`config.mk`:
```
export PLATFORM = sky130hd
export DESIGN_NAME = bist_checker_3in
export DESIGN_NICKNAME = d
export VERILOG_FILES = /design/src/rtl/bist_checker_3in.sv
export SDC_FILE = /design/constraint.sdc
export NUM_CORES = 1
export LEC_CHECK = 0
export ABC_AREA = 1
export BUFFER_PORTS_ARGS = -buffer_cell sky130_fd_sc_hd__buf_2
export CORE_MARGIN = 2
export CORE_UTILIZATION = 56
export CTS_BUF_LIST = sky130_fd_sc_hd__clkbuf_2 sky130_fd_sc_hd__clkbuf_4 sky130_fd_sc_hd__clkbuf_8
export CTS_CLUSTER_DIAMETER = 60
export DETAILED_ROUTE_END_ITERATION = 6
export PLACE_DENSITY_LB_ADDON = 0.3
export SKIP_LAST_GASP = 1
export SLEW_MARGIN = 20
export SYNTH_ARGS = -nofsm -noshare
export SYNTH_HDL_FRONTEND = slang
export SYNTH_SLANG_ARGS = --single-unit
export TNS_END_PERCENT = 100
```
`constraint.sdc`:
```
create_clock -name clk -period 1.6 [get_ports clk]
set_input_delay 0.16 -clock clk [delete_from_list [all_inputs] [get_ports clk]]
set_output_delay 0.16 -clock clk [all_outputs]
set_load 0.1 [all_outputs]
```
`src/rtl/bist_checker_3in.sv`:
```
// BIST engine for a 3-input/1-output combinational circuit: sweeps all eight
// input vectors, compares the circuit output against a golden truth table and
// reports a verdict, error count, per-vector fail mask and first failing vector.
module bist_checker_3in #(
  parameter logic [7:0]  GOLDEN = 8'b1001_0000,
  parameter int unsigned SETTLE = 1
) (
  input  logic       clk,
  input  logic       rst,
  input  logic       start,
  output logic       dut_a,
  output logic       dut_b,
  output logic       dut_c,
  input  logic       dut_x,
  output logic       busy,
  output logic       done,
  output logic       pass,
  output logic [3:0] err_count,
  output logic [7:0] fail_mask,
  output logic [2:0] first_fail,
  output logic       first_fail_valid
);

  localparam int unsigned CNT_W   = 4;
  localparam int unsigned IDX_W   = 3;
  localparam logic [CNT_W-1:0] SETTLE_LAST = CNT_W'(SETTLE - 1);
  localparam logic [IDX_W-1:0] IDX_LAST    = IDX_W'(7);

  typedef enum logic [1:0] {
    IDLE   = 2'd0,
    APPLY  = 2'd1,
    CHECK  = 2'd2,
    FINISH = 2'd3
  } state_t;

  state_t           state_q, state_d;
  logic [IDX_W-1:0] idx_q, idx_d;
  logic [CNT_W-1:0] cnt_q, cnt_d;
  logic [IDX_W-1:0] vec_q, vec_d;
  logic             busy_d, done_d, pass_d, ffv_d;
  logic [3:0]       err_d;
  logic [7:0]       mask_d;
  logic [IDX_W-1:0] ff_d;
  logic             mismatch_c;

  assign dut_a = vec_q[2];
  assign dut_b = vec_q[1];
  assign dut_c = vec_q[0];

  assign mismatch_c = (dut_x != GOLDEN[idx_q]);

  // Register file: FSM state, vector index, settle counter and all outputs.
  always_ff @(posedge clk) begin
    if (rst) begin
      state_q          <= IDLE;
      idx_q            <= '0;
      cnt_q            <= '0;
      vec_q            <= '0;
      busy             <= 1'b0;
      done             <= 1'b0;
      pass             <= 1'b0;
      err_count        <= '0;
      fail_mask        <= '0;
      first_fail       <= '0;
      first_fail_valid <= 1'b0;
    end else begin
      state_q          <= state_d;
      idx_q            <= idx_d;
      cnt_q            <= cnt_d;
      vec_q            <= vec_d;
      busy             <= busy_d;
      done             <= done_d;
      pass             <= pass_d;
      err_count        <= err_d;
      fail_mask        <= mask_d;
      first_fail       <= ff_d;
      first_fail_valid <= ffv_d;
    end
  end

  // Next-state and next-output logic; verdict registers hold unless updated.
  always_comb begin
    state_d = state_q;
    idx_d   = idx_q;
    cnt_d   = cnt_q;
    vec_d   = vec_q;
    busy_d  = busy;
    done_d  = 1'b0;
    pass_d  = pass;
    err_d   = err_count;
    mask_d  = fail_mask;
    ff_d    = first_fail;
    ffv_d   = first_fail_valid;

    unique case (state_q)
      IDLE: begin
        if (start) begin
          state_d = APPLY;
          idx_d   = '0;
          cnt_d   = '0;
          vec_d   = '0;
          busy_d  = 1'b1;
          pass_d  = 1'b0;
          err_d   = '0;
          mask_d  = '0;
          ff_d    = '0;
          ffv_d   = 1'b0;
        end
      end

      APPLY: begin
        cnt_d = cnt_q + CNT_W'(1);
        if (cnt_q == SETTLE_LAST) begin
          state_d = CHECK;
        end
      end

      CHECK: begin
        if (mismatch_c) begin
          mask_d[idx_q] = 1'b1;
          err_d         = err_count + 4'd1;
          if (!first_fail_valid) begin
            ff_d  = idx_q;
            ffv_d = 1'b1;
          end
        end
        if (idx_q == IDX_LAST) begin
          state_d = FINISH;
          done_d  = 1'b1;
          pass_d  = (err_d == 4'd0);
        end else begin
          state_d = APPLY;
          idx_d   = idx_q + IDX_W'(1);
          vec_d   = idx_q + IDX_W'(1);
          cnt_d   = '0;
        end
      end

      FINISH: begin
        state_d = IDLE;
        busy_d  = 1'b0;
      end

      default: begin
        state_d = IDLE;
      end
    endcase
  end

endmodule

```
==> impl_metrics.json, run 1 <==
{
  "worst-slew-pin-transition_ns": 0.4914,
  "synth_nets": 204,
  "grt_pass1_wl_mm": 4.761,
  "max_freq_ghz": 0.6457,
  "finClkSkew_ns": 0.005297,
  "postRouteAntennaNets": 0,
  "dr_total_vias": 1295,
  "critPathLaunchType": "flop",
  "ir_drop_mv": 0.7367,
  "num_rows": 17,
  "cts.clk_slew.worst_paths_ns": 0.09,
  "leakagePower_uw": 0.0007760,
  "ys_seq_area_frac": 0.4369,
  "syn_inst": 195,
  "fin_cells": 257,
  "crit_path_max_fanout": 6,
  "route.detailed.drc": 0,
  "ys_seq_elements": 29,
  "grt_max_degree": 12,
  "diodes": 0,
  "min_period_over_period": 0.9680,
  "critPathKind": "reg2reg",
  "hpwl_mm": 2.153,
  "rsz0062_at_grt": "yes",
  "ys_warn_count": 0,
  "fill_cells": 192,
  "portBuffers": 25,
  "post_drt_wl_per_cell_um": 11.40,
  "ioPinCount": 26,
  "finalSetupViolations": 0,
  "htreeDepth": 2,
  "status": "finished clean",
  "final_nets": 237,
  "synth.area.top_cells": "dfxtp_1, nand2_1, inv_1",
  "die_w_um": 52.71,
  "cts.root.buffer_cell": "clkbuf_4",
  "synth.distinct_cells": 18,
  "synth_top_area_frac": 0.4369,
  "synth.avg_cell_area_sq_um": 6.814,
  "worst_slew_margin_rel": 0.6747,
  "fin_ws_ns": 0.05126,
  "grt-ovfl-total": 0,
  "synthToLayoutAreaGrowth_pct": 20.62,
  "cap_viol_max_count": 0,
  "slew_viol_final": 0,
  "drive_gt1_frac": 0.2402,
  "grt_pass1_vias": 1174,
  "routed_via_density": 5.039,
  "crit_arrival_ns": 1.79,
  "p_per_area_mw_per_mm2": 990.6,
  "insertion_delay_ns": 0.34,
  "cts_inserted_buffers": 5,
  "cts_hold_buf": 0,
  "core_area_sq_mm": 0.002233,
  "place_congestion": 0.8565,
  "die_area_sq_mm": 0.002778,
  "dp_cells": 247,
  "cts_tree": "built",
  "worstPathRequired_ns": 1.84,
  "multiInputGateArea_sq_um": 644.4,
  "final_hold_viol_count": 0,
  "dp_worst_setup_slack_ns": -0.006465,
  "wl_mm": 2.929,
  "clockBufferDepth": 2,
  "track_usage": 0.2412,
  "start_util": 0.5950,
  "period_needed_ns": 1.549,
  "die_h_um": 52.71,
  "synth.largest_area_cell": "dfxtp_1",
  "ff_latch_area_sq_um": 593.1,
  "worstHoldPathType": "in2reg",
  "cp-end-kind": "flop",
  "dr.pass1.iters": 4,
  "clock-sinks": 29,
  "synth_area_sq_mm": 0.001329,
  "antenna_found_initial": 0,
  "drt_iter0_markers": 32
}
==> repair_timing <==
action | 4_1_cts | 5_1_grt
gates cloned | 0 | 0
buffers inserted | 0 | 2
resized for setup | 1 | 7
endpoints found under the hold margin | 0 | 0
setup endpoints to repair | 1 | 2
pin swaps | 0 | 2
==> flip-flops by register name (all words and copies together), names as in the netlist, named ones only <==
| name | flops |
|---|---|
| vec_q | 3 |
| state_q | 2 |
| done | 1 |
| pass | 1 |
| busy | 1 |
| first_fail | 3 |
| cnt_q | 4 |
| err_count | 4 |
| first_fail_valid | 1 |
| fail_mask | 8 |
==> layout by cell type, fill, tap and decap left out, types with 2 or more instances in the layout <==
| master | instances |
|---|---|
| a21oi_1 | 20 |
| buf_2 | 25 |
| nor2_2 | 3 |
| inv_2 | 3 |
| ha_1 | 3 |
| nand3_1 | 13 |
| nand4_1 | 3 |
| o21ai_0 | 6 |
| inv_1 | 28 |
| nor2_1 | 21 |
| buf_4 | 2 |
| dfxtp_1 | 23 |
| dfxtp_4 | 2 |
| ha_2 | 2 |
| dfxtp_2 | 4 |
| clkbuf_8 | 2 |
| nand2_1 | 52 |
| nand2_2 | 5 |
| clkbuf_4 | 5 |
==> path summary, 6_finish.rpt <==
check	start	to	slack [ns]	cells past startpoint
hold reg to reg	fail_mask[1]	fail_mask[1]	0.45	2
hold / removal	rst	err_count[2]	0.12	2
setup reg to reg	vec_q[1]	flop	0.05	9
setup / recovery	vec_q[1]	flop	0.05	9
==> synthesized netlist by cell type <==
master / count
ha_1: 5
clkinv_1: 1
a21oi_1: 20
nor2_1: 22
inv_1: 29
o21ai_0: 6
clkbuf_1: 1
nand2_1: 55
inv_2: 2
nand2_2: 2
nand3b_1: 1
dfxtp_1: 29
nor2_2: 2
nand4_1: 3
xor2_1: 1
o21ai_1: 1
o21bai_1: 1
nand3_1: 14
==> cell type report <==
| class | instances | share of cell area |
|---|---|---|
| multi-input combinational | 133 | 0.4020 |
| sequential | 29 | 0.3700 |
| timing repair buffer | 27 | 0.08743 |
| inverter | 32 | 0.07494 |
| clock buffer | 7 | 0.04059 |
| tap | 28 | 0.02186 |
| clock inverter | 1 | 0.003123 |
==> worst max-delay path, stage by stage, from the launching register on <==
cell and delay (ns):
dfxtp_4 0.37, ha_2 0.18, ha_2 0.17, nand3b_1 0.23, inv_2 0.10, nand2_1 0.07
nand2_2 0.09, nand2_2 0.06, nor2_1 0.12, nor2_1 0.05
==> where the power goes <==
group,internal (uW),switching (uW)
combinational,55.3,245
sequential,745,21.2
clock,254,267
==> through the flow <==
stage	hold slack, ns	utilization	area [sq um]	power, uW	setup TNS [ns]
finish	0.1152	0.7176	1603	1588	0
CTS	0.1116	0.7031	1570	1588	0
floorplan	0.4005	-	1341	1024	0
global route	0.1385	0.7176	1603	1663	-0.03405
detailed placement	0.4469	0.6706	1498	1077	-0.006465
global placement	0.4329	0.6706	1498	1068	0
==> routing by layer <==
metal / vias to the layer above / GRT usage / part of all wire
met5: - / 0 / 0
met4: 0 / 0.1667 / 0.020
met3: 7 / 0.06286 / 0.056
met2: 29 / 0.4042 / 0.49
met1: 579 / 0.2620 / 0.43
li1: 680 / - / -
==> logic make-up after synthesis <==
| family | count (synthesis) | synth area share |
|---|---|---|
| buffers and inverters | 33 | 0.09321 |
| DFF | 29 | 0.4369 |
| and+or+nand+nor | 99 | 0.3089 |
| AOI/OAI and AO/OA | 28 | 0.1073 |
| adders and majority gates | 5 | 0.04708 |
| xor gates and xnor gates | 1 | 0.006593 |
Note: power is estimated with default switching activity, not from simulation.
==> run 2, diff against run 1 <==
- CORE_ASPECT_RATIO: default -> 1.2
==> run 2 against run 1 <==
  * Power shrank 1.2%
  * Clock skew grew 0.0012 ns
  * Non-clock buffer count fell by 2
  * Clock power down 2%
  * Cell count grew 0.39%
  * Wire length fell by 7.1%
  * Sequential share of layout area increased by 0.68 points
  * Fmax is 1.6% higher
  * Count of clock-buffer cells in the layout stayed put
==> impl_metrics.json, run 2 (synthesis results as in run 1) <==
{
  "mostFrequentLayoutCells": "nand2_1, inv_1, buf_2, dfxtp_1, nor2_1",
  "leakagePower_uw": 0.0007761,
  "seq_power_share": 0.488,
  "p_per_area_mw_per_mm2": 997.0,
  "drive_gt1_frac": 0.2026,
  "fin_tns_setup_ns": 0,
  "diodes": 0,
  "routed_via_density": 5.039,
  "largest_register_ff_count": 8,
  "final_hold_viol_count": 0,
  "crit_path_max_fanout": 7,
  "period_needed_ns": 1.524,
  "insertion_delay_ns": 0.33,
  "cts.root.buffer_cell": "clkbuf_4",
  "synthToLayoutAreaGrowth_pct": 18.46,
  "track_usage": 0.2248,
  "min_path_cells": 2,
  "min_period_over_period": 0.9526,
  "grt_pass1_vias": 1286,
  "p_int_uw": 1054,
  "finish.utilization": 0.6897,
  "worstHoldPathType": "in2reg",
  "final_common_cell": "nand2_1",
  "power.share.combinational": 0.188,
  "critPathKind": "reg2reg",
  "ir_drop_mv": 0.6981,
  "htreeDepth": 2,
  "post_drt_wl_per_cell_um": 10.55,
  "num_rows": 19,
  "worstRegToRegCells": 9,
  "antenna_found_initial": 0,
  "dr_total_vias": 1300,
  "p_sw_frac": 0.3285,
  "final_nets": 235,
  "core_area_sq_mm": 0.002282,
  "finClkSkew_ns": 0.006474,
  "cts.clk_slew.worst_paths_ns": 0.09,
  "worst_slew_margin_rel": 0.6752,
  "finalSetupViolations": 0,
  "postRouteAntennaNets": 0,
  "max_freq_ghz": 0.6561,
  "dr.pass1.iters": 4,
  "clockBufferDepth": 2,
  "cts_setup_buffers": 0,
  "grt_pass1_wl_mm": 4.836,
  "start_util": 0.5822,
  "crit_path_start": "vec_q[1]",
  "cts_tree": "built",
  "portBuffers": 25,
  "die_w_um": 48.47,
  "hpwl_mm": 2.064,
  "route.detailed.drc": 0,
  "grt-ovfl-total": 0,
  "cap_viol_max_count": 0,
  "cts_inserted_buffers": 5,
  "largest_register": "fail_mask",
  "crit_arrival_ns": 1.76,
  "critPathLaunchType": "flop",
  "fill_cells": 222,
  "cp-end-kind": "flop",
  "rsz0062_at_grt": "no",
  "clock-sinks": 29,
  "worstPathRequired_ns": 1.83,
  "die_area_sq_mm": 0.002780,
  "ioPinCount": 26,
  "worst-slew-pin-transition_ns": 0.4906,
  "top_regs": "fail_mask x8, cnt_q x4, err_count x4",
  "slew_viol_final": 0,
  "wl_mm": 2.721,
  "status": "finished clean",
  "p_clk_frac": 0.324,
  "drt_iter0_markers": 29,
  "die_h_um": 57.36,
  "p_sw_uw": 515.6,
  "place_congestion": 0.8828,
  "rr_startpoint": "vec_q[1]",
  "grt_max_degree": 12,
  "r2r_setup_slack_ns": 0.08,
  "power_uw": 1569
}
[run 2: worst min path at each step]
| stage | startpoint | end | slack, ns |
|---|---|---|---|
| global placement | fail_mask[3] | fail_mask[3] | 0.43 |
| detailed placement | fail_mask[3] | fail_mask[3] | 0.44 |
| floorplan | start | busy | 0.40 |
| CTS | rst | err_count[0] | 0.12 |
| finish | rst | err_count[0] | 0.13 |
| global route | rst | err_count[2] | 0.14 |
[run 2: final cells by class]
cell class | count | area [sq um] | area share
inverters | 32 | 120.1 | 0.07631
repair buffers | 25 | 125.1 | 0.07949
flip-flops and latches | 29 | 593.1 | 0.3768
clock inverters | 1 | 5.005 | 0.003180
multi-input cells | 133 | 626.9 | 0.3983
well taps | 31 | 38.79 | 0.02464
clock buffers | 7 | 65.06 | 0.04134
[run 2: what timing repair did]
action                     CTS  global route
resized for setup            0             1
hold buffers                 0             0
setup endpoints to repair    0             1
[run 2: routing by layer]
metal	vias to the layer above	global-route usage	wire length [um]
met5	-	0	0
met4	0	0.1306	49
met3	8	0.08377	148
met2	25	0.4107	1437
met1	591	0.2172	1085
li1	676	-	-
[run 2: stage by stage]
step | std cells | instance area [sq um] | setup slack [ns] | hold WS, ns
2_1_floorplan | 195 | 1341 | 0.02547 | 0.4005
3_3_place_gp | 250 | 1501 | 0.1391 | 0.4345
3_5_place_dp | 250 | 1501 | 0.08227 | 0.4380
4_1_cts | 258 | 1572 | 0.06615 | 0.1225
5_1_grt | 258 | 1574 | 0.007609 | 0.1445
6_report | 258 | 1574 | 0.07578 | 0.1255
[run 2: power groups by stage]
stage                     Clock [uW]  Sequential [uW]  Combinational [uW]
final                            508              766                 296
after global routing             551              770                 322
after CTS                        523              766                 295
after detailed placement           0              783                 295
after global placement             0              782                 289
after floorplan                    0              914                 110
[run 2: critical path: stages (launching register included)]
cell and delay, ns:
dfxtp_4 0.38, ha_1 0.20, ha_1 0.21, nand3b_1 0.21, inv_1 0.10, nand2_1 0.05
nand2_1 0.08, nand2_1 0.07, nor2_1 0.09, nor2_1 0.05
==> run 3, diff against run 2 <==
- ABC_AREA: 1 -> 0
- CORE_UTILIZATION: 56 -> 53
- CTS_BUF_LIST: sky130_fd_sc_hd__clkbuf_2 sky130_fd_sc_hd__clkbuf_4 sky130_fd_sc_hd__clkbuf_8 -> default
- CTS_CLUSTER_SIZE: default -> 28
==> run 3 against run 2 <==
  * Wire length is 18% higher
  * Largest cell class unchanged
  * Setup slack worse by 0.043 ns
  * Synthesized cell count is 19% lower
  * Hold slack worse by 0.012 ns
  * Critical path depth is 2 lower
  * Design area is 11% higher
  * Clock power is 15% lower
  * Clock skew is 0.014 ns higher
  * Die area is 8.3% higher
  * Register-to-register slack worse by 0.04 ns
  * Power is 9.7% lower
  * Core utilization is 0.68 points higher
  * Highest routed layer unchanged
==> impl_metrics.json, run 3 <==
{
  "status": "finished clean",
  "grt_max_degree": 21,
  "grt_pass1_wl_mm": 5.278,
  "worstPathRequired_ns": 1.82,
  "ys_seq_area_frac": 0.4234,
  "ys_top_cells_by_count": "dfxtp_1, a21oi_1, nand2_1, nor2_1, o21ai_0",
  "grt_pass1_vias": 1208,
  "finClkSkew_ns": 0.02059,
  "cts_tree": "built",
  "postRouteAntennaNets": 0,
  "fin_ws_ns": 0.03252,
  "largest_register": "fail_mask",
  "htreeDepth": 2,
  "synthToLayoutAreaGrowth_pct": 27.10,
  "p_per_area_mw_per_mm2": 812.7,
  "start_util": 0.5480,
  "drt_iter0_markers": 33,
  "min_period_over_period": 0.9797,
  "ys_warn_count": 0,
  "synth.distinct_cells": 39,
  "portBuffers": 25,
  "rr_startpoint": "vec_q[1]",
  "place_congestion": 0.8409,
  "worst-slew-pin-transition_ns": 0.4877,
  "finalSetupViolations": 0,
  "routed_via_density": 5.629,
  "ys_seq_elements": 29,
  "final_common_cell": "buf_2",
  "final_nets": 199,
  "diodes": 0,
  "ioPinCount": 26,
  "cts.root.buffer_cell": "clkbuf_4",
  "worst_slew_margin_rel": 0.6771,
  "synth.area.top_cells": "dfxtp_1, a21oi_1, a22o_1",
  "num_rows": 20,
  "async_reset_ff_frac": 0,
  "syn_inst": 157,
  "synth_edf_count": 0,
  "die_w_um": 50.44,
  "insertion_delay_ns": 0.34,
  "route.detailed.drc": 0,
  "critPathLaunchType": "flop",
  "synth.largest_area_cell": "dfxtp_1",
  "max_freq_ghz": 0.6380,
  "cts_setup_buffers": 0,
  "dp_worst_setup_slack_ns": -0.04052,
  "dr_total_vias": 1261,
  "cap_viol_max_count": 0,
  "synth_nets": 166,
  "cts_inserted_buffers": 5,
  "rsz0062_at_grt": "yes",
  "crit_arrival_ns": 1.79,
  "leakagePower_uw": 0.0007402,
  "top_regs": "fail_mask x8, cnt_q x4, err_count x4",
  "yosysMostFrequentCell": "dfxtp_1",
  "fill_cells": 206,
  "mostFrequentLayoutCells": "buf_2, dfxtp_1, a21oi_1, nand2_1, nor2_1",
  "cts_hold_buf": 0,
  "slew_viol_final": 0,
  "crit_path_max_fanout": 9,
  "synth.avg_cell_area_sq_um": 8.734,
  "period_needed_ns": 1.567,
  "clock-sinks": 29,
  "worstHoldPathType": "in2reg",
  "final_hold_viol_count": 0,
  "synth_top_flop_cell": "dfxtp_1",
  "cts.clk_slew.worst_paths_ns": 0.11,
  "hpwl_mm": 2.374,
  "hold_ws_ns": 0.1134,
  "dr.pass1.iters": 4,
  "wl_mm": 3.201,
  "core_area_sq_mm": 0.002502,
  "antenna_found_initial": 0,
  "clockBufferDepth": 2,
  "grt-ovfl-total": 0,
  "die_h_um": 59.72,
  "die_area_sq_mm": 0.003012,
  "largest_register_ff_count": 8,
  "synth_area_sq_mm": 0.001371,
  "hold_start": "rst",
  "track_usage": 0.2371,
  "critPathKind": "reg2reg",
  "synth_top_area_frac": 0.4234,
  "cp-end-kind": "flop",
  "ir_drop_mv": 0.6303,
  "drive_gt1_frac": 0.3351,
  "crit_path_start": "vec_q[1]",
  "post_drt_wl_per_cell_um": 14.29
}
==> run 3: cell types whose count changed after synthesis, moves of 5 or more <==
cell,change
a21oi_1,-5
a22o_1,+8
inv_1,-23
nand2_1,-43
nand3_1,-11
nor2_1,-10
nor3b_1,+7
==> run 3: cells by family after synthesis <==
kind of cell | after synthesis | synth area share
DFF | 29 | 0.4234
muxes | 1 | 0.008211
adders and majority gates | 5 | 0.04562
and+or+nand+nor | 56 | 0.2135
AOI/OAI and AO/OA | 48 | 0.2345
xor gates and xnor gates | 5 | 0.03742
buffers and inverters | 13 | 0.03741
==> run 3: cell type report <==
class,instances,area (sq um),area share
sequential,29,606.8,0.3482
clock buffer,5,37.54,0.02154
multi-input combinational,115,808.3,0.4637
clock inverter,3,16.27,0.009332
timing repair buffer,33,210.2,0.1206
inverter,6,22.52,0.01292
tap,33,41.29,0.02369
==> run 3: what timing repair did <==
item | in CTS | in global routing
pin swaps | 0 | 3
setup endpoints to repair | 1 | 12
resized for setup | 1 | 6
==> run 3: worst paths after layout <==
kind	slack [ns]	to	cells after the start
worst max-delay path	0.03	flop	7
worst min-delay path	0.11	first_fail[2]	2
worst max register to register	0.03	flop	7
worst min register to register	0.48	fail_mask[7]	1
==> run 3: routing by layer <==
metal / GRT usage / vias up / part of all wire
met5: 0 / - / 0
met4: 0.1081 / 0 / 0.020
met3: 0.06250 / 8 / 0.035
met2: 0.4229 / 29 / 0.53
met1: 0.2642 / 599 / 0.42
li1: - / 625 / -
==> run 3: critical path: stages (launching register included) <==
cell and delay [ns]:
dfxtp_4 0.36, ha_4 0.16, ha_4 0.17, buf_12 0.13
nand2_1 0.10, a21boi_4 0.08, a211o_1 0.28, and3_1 0.19
==> run 3: per-stage QoR <==
step | instance area [sq um] | power (uW) | instances | util | setup TNS [ns]
2_1_floorplan | 1448 | 933.2 | 157 | - | -0.1784
3_3_place_gp | 1660 | 985.2 | 216 | 0.6635 | 0
3_5_place_dp | 1660 | 991.4 | 216 | 0.6635 | -0.04052
4_1_cts | 1718 | 1422 | 224 | 0.6865 | 0
5_1_grt | 1743 | 1478 | 224 | 0.6965 | -0.04031
6_report | 1743 | 1417 | 224 | 0.6965 | 0
==> run 3: where the power goes <==
group	leakage [uW]	internal, uW	switching, uW
clock network	0.0000353	167	266
logic	0.000464	70.5	169
registers	0.000241	729	16.0
